--- src/rtl/imem_loader_if.sv ---
// Byte-stream input and instruction-memory write port of the program loader.
// Loader-side signals on the slave modport; the stream source/memory model uses master.
interface imem_loader_if;
  logic [7:0]  in_data;
  logic        in_valid;
  logic        in_ready;
  logic        we;
  logic [31:0] waddr;
  logic [31:0] wdata;

  modport master (
    output in_data, in_valid,
    input  in_ready, we, waddr, wdata
  );

  modport slave (
    input  in_data, in_valid,
    output in_ready, we, waddr, wdata
  );
endinterface

--- src/rtl/imem_loader.sv ---
// Assembles a little-endian byte stream into 32-bit imem writes at 0x0, 0x4, ... while holding the core in reset.
// Latency: we 1 cycle after the 4th byte of a word; in_valid low stalls RECV with the partial word held.
module imem_loader #(
  parameter int DEPTH = 32,
  parameter int LW    = 6
) (
  input  logic          clk,
  input  logic          rst,
  input  logic          start,
  input  logic [LW-1:0] len_words,
  input  logic          abort,
  imem_loader_if.slave  bus,
  output logic          busy,
  output logic          done,
  output logic          err,
  output logic          cpu_rst
);

  typedef enum logic [1:0] {IDLE, RECV, WRITE, DONE} state_t;

  localparam logic [LW-1:0] DEPTH_L = LW'(DEPTH);

  state_t        state;
  logic [LW-1:0] len;
  logic [LW-1:0] word_cnt;
  logic [1:0]    byte_cnt;
  logic [31:0]   word_buf;

  assign cpu_rst = rst & (state == IDLE);

  always_ff @(posedge clk or negedge rst) begin
    if (!rst) begin
      state        <= IDLE;
      len          <= '0;
      word_cnt     <= '0;
      byte_cnt     <= '0;
      word_buf     <= '0;
      bus.in_ready <= 1'b0;
      bus.we       <= 1'b0;
      bus.waddr    <= '0;
      bus.wdata    <= '0;
      busy         <= 1'b0;
      done         <= 1'b0;
      err          <= 1'b0;
    end else begin
      bus.we <= 1'b0;
      done   <= 1'b0;
      case (state)
        IDLE: begin
          if (start) begin
            if (len_words > DEPTH_L) begin
              err <= 1'b1;
            end else if (len_words == '0) begin
              err   <= 1'b0;
              done  <= 1'b1;
              state <= DONE;
            end else begin
              err          <= 1'b0;
              len          <= len_words;
              word_cnt     <= '0;
              byte_cnt     <= '0;
              bus.in_ready <= 1'b1;
              busy         <= 1'b1;
              state        <= RECV;
            end
          end
        end
        RECV: begin
          if (abort) begin
            bus.in_ready <= 1'b0;
            busy         <= 1'b0;
            state        <= IDLE;
          end else if (bus.in_valid) begin
            word_buf[{byte_cnt, 3'b000} +: 8] <= bus.in_data;
            byte_cnt <= byte_cnt + 2'd1;
            // The last byte goes straight into wdata so we can pulse next cycle.
            if (byte_cnt == 2'd3) begin
              bus.in_ready <= 1'b0;
              bus.we       <= 1'b1;
              bus.waddr    <= 32'({word_cnt, 2'b00});
              bus.wdata    <= {bus.in_data, word_buf[23:0]};
              state        <= WRITE;
            end
          end
        end
        WRITE: begin
          if (abort) begin
            busy  <= 1'b0;
            state <= IDLE;
          end else if (word_cnt == len - LW'(1)) begin
            busy  <= 1'b0;
            done  <= 1'b1;
            state <= DONE;
          end else begin
            word_cnt     <= word_cnt + LW'(1);
            bus.in_ready <= 1'b1;
            state        <= RECV;
          end
        end
        DONE:    state <= IDLE;
        default: state <= IDLE;
      endcase
    end
  end

endmodule

--- src/flat_wrapper.sv ---
// flat-port wrapper written by rule: the top's interface ports become plain ports
module imem_loader_flat 
#(
  parameter int DEPTH = 32,
  parameter int LW    = 6
)
  (clk, rst, start, len_words, abort, busy, done, err, cpu_rst, bus_in_data, bus_in_valid, bus_in_ready, bus_we, bus_waddr, bus_wdata);
  imem_loader_if bus_i ();
  input  logic clk;
  input  logic rst;
  input  logic start;
  input  logic [LW-1:0] len_words;
  input  logic abort;
  output logic busy;
  output logic done;
  output logic err;
  output logic cpu_rst;
  input wire logic [$bits(bus_i.in_data)-1:0] bus_in_data;
  input wire logic [$bits(bus_i.in_valid)-1:0] bus_in_valid;
  output wire logic [$bits(bus_i.in_ready)-1:0] bus_in_ready;
  output wire logic [$bits(bus_i.we)-1:0] bus_we;
  output wire logic [$bits(bus_i.waddr)-1:0] bus_waddr;
  output wire logic [$bits(bus_i.wdata)-1:0] bus_wdata;
  assign bus_i.in_data = bus_in_data;
  assign bus_i.in_valid = bus_in_valid;
  assign bus_in_ready = bus_i.in_ready;
  assign bus_we = bus_i.we;
  assign bus_waddr = bus_i.waddr;
  assign bus_wdata = bus_i.wdata;
  imem_loader #(.DEPTH(DEPTH), .LW(LW)) u_core (.clk(clk), .rst(rst), .start(start), .len_words(len_words), .abort(abort), .bus(bus_i), .busy(busy), .done(done), .err(err), .cpu_rst(cpu_rst));
endmodule
--- config.mk ---
export PLATFORM = sky130hd
export DESIGN_NAME = imem_loader_flat
export DESIGN_NICKNAME = d
export VERILOG_FILES = /design/src/rtl/imem_loader_if.sv /design/src/rtl/imem_loader.sv /design/src/flat_wrapper.sv
export SDC_FILE = /design/constraint.sdc
export NUM_CORES = 1
export LEC_CHECK = 0
export CAP_MARGIN = 40
export CORE_MARGIN = 2
export CORE_UTILIZATION = 47
export CTS_BUF_LIST = sky130_fd_sc_hd__clkbuf_4 sky130_fd_sc_hd__clkbuf_8
export DETAILED_ROUTE_END_ITERATION = 10
export HOLD_SLACK_MARGIN = 0.02
export PLACE_DENSITY = 0.78
export SETUP_SLACK_MARGIN = 0.5
export SLEW_MARGIN = 25
export SYNTH_ARGS = -nofsm -noshare
export SYNTH_HDL_FRONTEND = slang
export SYNTH_SLANG_ARGS = --single-unit
--- constraint.sdc ---
create_clock -name clk -period 2.4 [get_ports clk]
set_input_delay 0.6 -clock clk [delete_from_list [all_inputs] [get_ports clk]]
set_output_delay 0.6 -clock clk [all_outputs]
set_load 0.005 [all_outputs]
==> out/qor.csv <==
metric;value;unit
outcome;complete, no violations;
DRT met1 WL;3990;um
ant diodes;0;
initial antenna violation count;0;
sw frac;0.340;
Min-Delay Path Class;in2async;
fmax;471;MHz
final wirelength;9050;um
WL/cell;15.9;um
dpl ws;-0.524;ns
setup slack, reg-to-reg;0.37;ns
ANT nets after route;0;
Starting Density;0.481;
Residual DRC;0;
clock skew;0.00922;ns
largest net degree at the start of global routing;45;
vias in the first global route;2951;
H-tree Lvls;3;
final setup margin;0.277;ns
cell area after synthesis;0.00393;mm2
Main synth FF type;dfrtp_1;
DIE WIDTH;95.5;um
CP delay by family, top;compound AO/OA/AOI/OAI gates;
Layout Cells excl Fill;569;
flops & latches, synth;83;
Yosys warning count;0;
clk sinks;83;
vias;2958;
die area;0.00911;mm2
pwr dens;856;mW/mm2
initial DRC count;112;
Reg area;0.00208;mm2
RR Endpoint;u_core.word_cnt[3];
sequential area share after synthesis;0.528;
slowest CP cell;or3_4;
R2R cell count;6;
Critical path buffers and inverters;1;
CP Max Fanout;6;
Max clock buf depth;2;
CP arrival;2.41;ns
Leakage;0.00251;uW
Async S/R FF share, synth;1.00;
TritonCTS buffer count;9;
Setup CP Type;in2reg;
Root Driver;clkbuf_8;
DR WL met2;4560;um
Total GRT Usage;0.204;
Int Pwr;2970;uW
Comb power frac;0.348;
global-route wire length before repair;14100;um
GR Overflow Total;0;
post-synth top area share;0.528;
slowest stage delay, CP;0.37;ns
crit start category;input port;
Post-CTS Hold Buffers;0;
leading area contributor after synthesis;dfrtp_1;
Final Wtd Congestion;0.813;
nets;489;
max_cap viols;0;
sequential share of power;0.399;
RSZ-0062 raised after global routing;true;
cell count after synthesis;363;
final-report hold violation count;0;
met3 WL post-DR;369;um
Worst setup EP type;flip-flop;
Clk network pwr share;0.253;
Highest Signal Layer;met4;
vias per cell;5.20;
worst endpoint required time;2.69;ns
Worst VDD drop;557;uV
Slew Viols, Final;0;
total core area;0.00818;mm2
placement row count;33;
number of distinct library cells after synthesis;43;
Multi-input gate area;0.00180;mm2
syn avg cell area;10.8;um2
R2R Path Start;u_core.len[0];
Worst slew margin;0.628;
count leader, synth;dfrtp_1;
Clock Latency Late Sink;0.36;ns
die extent in y;95.5;um
Reg clk slew, reported paths;0.09;ns
count of flip-flops with a built-in enable after synthesis;0;
Slew @ Worst Pin;0.558;ns
crit share post-route;0.884;
Cell Chain, Critical Path;buf_6 -> or3_4 -> o31a_1 -> o31a_1 -> a211o_4 -> or3_4 -> a21oi_2;
crit path time final;2.12;ns
Area contributors post-synth;dfrtp_1, mux2_2, nand2_1;
placed cells;541;
final core occ;0.643;
P&R area growth vs syn;33.7;%
synth cell count leaders;dfrtp_1, nand2_1, mux2_2;
share of cells above drive strength 1;0.274;
P_sw;1530;uW
number of fill cells in the layout;643;
CTS tree;built;
router iterations before antenna repair;5;
IO Pins;89;
Finish-stage setup viols;0;
HPWL after DPL;5810;um
input/output buffers;62;
worst max path at each step:
stage,slack [ns],to,startpoint,depth (start not counted)
after floorplan,-0.01,u_core.word_cnt[3],len_words[1],6
after global placement,-0.41,u_core.word_cnt[3],len_words[1],7
after detailed placement,-0.52,u_core.bus.in_ready,len_words[1],8
after CTS,0.16,u_core.word_cnt[3],len_words[3],7
after global routing,0.23,u_core.word_cnt[3],len_words[3],7
final,0.28,u_core.word_cnt[3],len_words[3],7
repair_timing:
item,in CTS,in global routing
resized for setup,47,25
setup endpoints to repair,82,31
buffers inserted,6,3
pin swaps,12,9
gates cloned,3,0
logic make-up after synthesis:
| family | count (synthesis) | share of synthesized area |
|---|---|---|
| xor+xnor | 6 | 0.0134 |
| compound gates | 66 | 0.106 |
| mux | 43 | 0.123 |
| buf+inv | 50 | 0.0726 |
| simple gates | 103 | 0.121 |
| fa+ha+maj | 11 | 0.0350 |
| flops | 83 | 0.528 |
| other cells | 1 | 0.000954 |
power by group through the flow:
stage | Sequential (uW) | Clock (uW) | Combinational [uW]
finish | 1800 | 1140 | 1570
global route | 1820 | 1210 | 1730
CTS | 1780 | 1150 | 1420
detailed placement | 1810 | 0 | 1290
global placement | 1800 | 0 | 1240
floorplan | 1760 | 0 | 882
registers in the layout (all words and copies together), names as in the netlist:
| register | cells |
|---|---|
| u_core.word_cnt | 6 |
| u_core.bus.waddr | 6 |
| u_core.busy | 1 |
| u_core.len | 6 |
| u_core.byte_cnt | 2 |
| u_core.bus.wdata | 32 |
| u_core.err | 1 |
| u_core.word_buf | 24 |
| u_core.bus.in_ready | 1 |
| u_core.done | 1 |
| u_core.bus.we | 1 |
| u_core.state | 2 |
cell type report:
| class | count | share of cell area |
|---|---|---|
| sequential | 83 | 0.395 |
| multi-input combinational | 255 | 0.342 |
| timing repair buffer | 97 | 0.186 |
| tap | 105 | 0.0250 |
| clock buffer | 9 | 0.0236 |
| clock inverter | 7 | 0.0190 |
| inverter | 13 | 0.00929 |
layout by cell type (no fill, tap or decap), types with 4 or more instances in the layout:
| master | Yosys | routed |
|---|---|---|
| o21ai_0 | 35 | 28 |
| inv_1 | 13 | 10 |
| clkdlybuf4s50_1 | 0 | 50 |
| dlymetal6s2s_1 | 0 | 5 |
| a21oi_1 | 9 | 6 |
| conb_1 | 1 | 26 |
| ha_1 | 11 | 8 |
| nand3_1 | 4 | 4 |
| o21ai_1 | 0 | 7 |
| nor2_1 | 9 | 8 |
| buf_4 | 26 | 27 |
| mux2_2 | 42 | 42 |
| dfrtp_1 | 83 | 83 |
| buf_6 | 0 | 6 |
| nand2_1 | 66 | 62 |
| clkbuf_8 | 0 | 9 |
metrics by stage:
step | area, um2 | setup TNS, ns | power, uW | hold WS [ns]
after floorplan | 4040 | -0.0220 | 2640 | 0.304
after global placement | 4730 | -3.75 | 3040 | 0.459
after detailed placement | 4730 | -4.73 | 3100 | 0.467
after CTS | 5130 | 0 | 4360 | 0.365
after global routing | 5260 | 0 | 4760 | 0.397
final | 5260 | 0 | 4500 | 0.356
routing by layer:
metal / up-vias / track usage
li1: 1399 / -
met1: 1477 / 0.259
met2: 67 / 0.347
met3: 15 / 0.0427
met4: 0 / 0.0679
met5: - / 0
(Power assumes the default switching activity.)
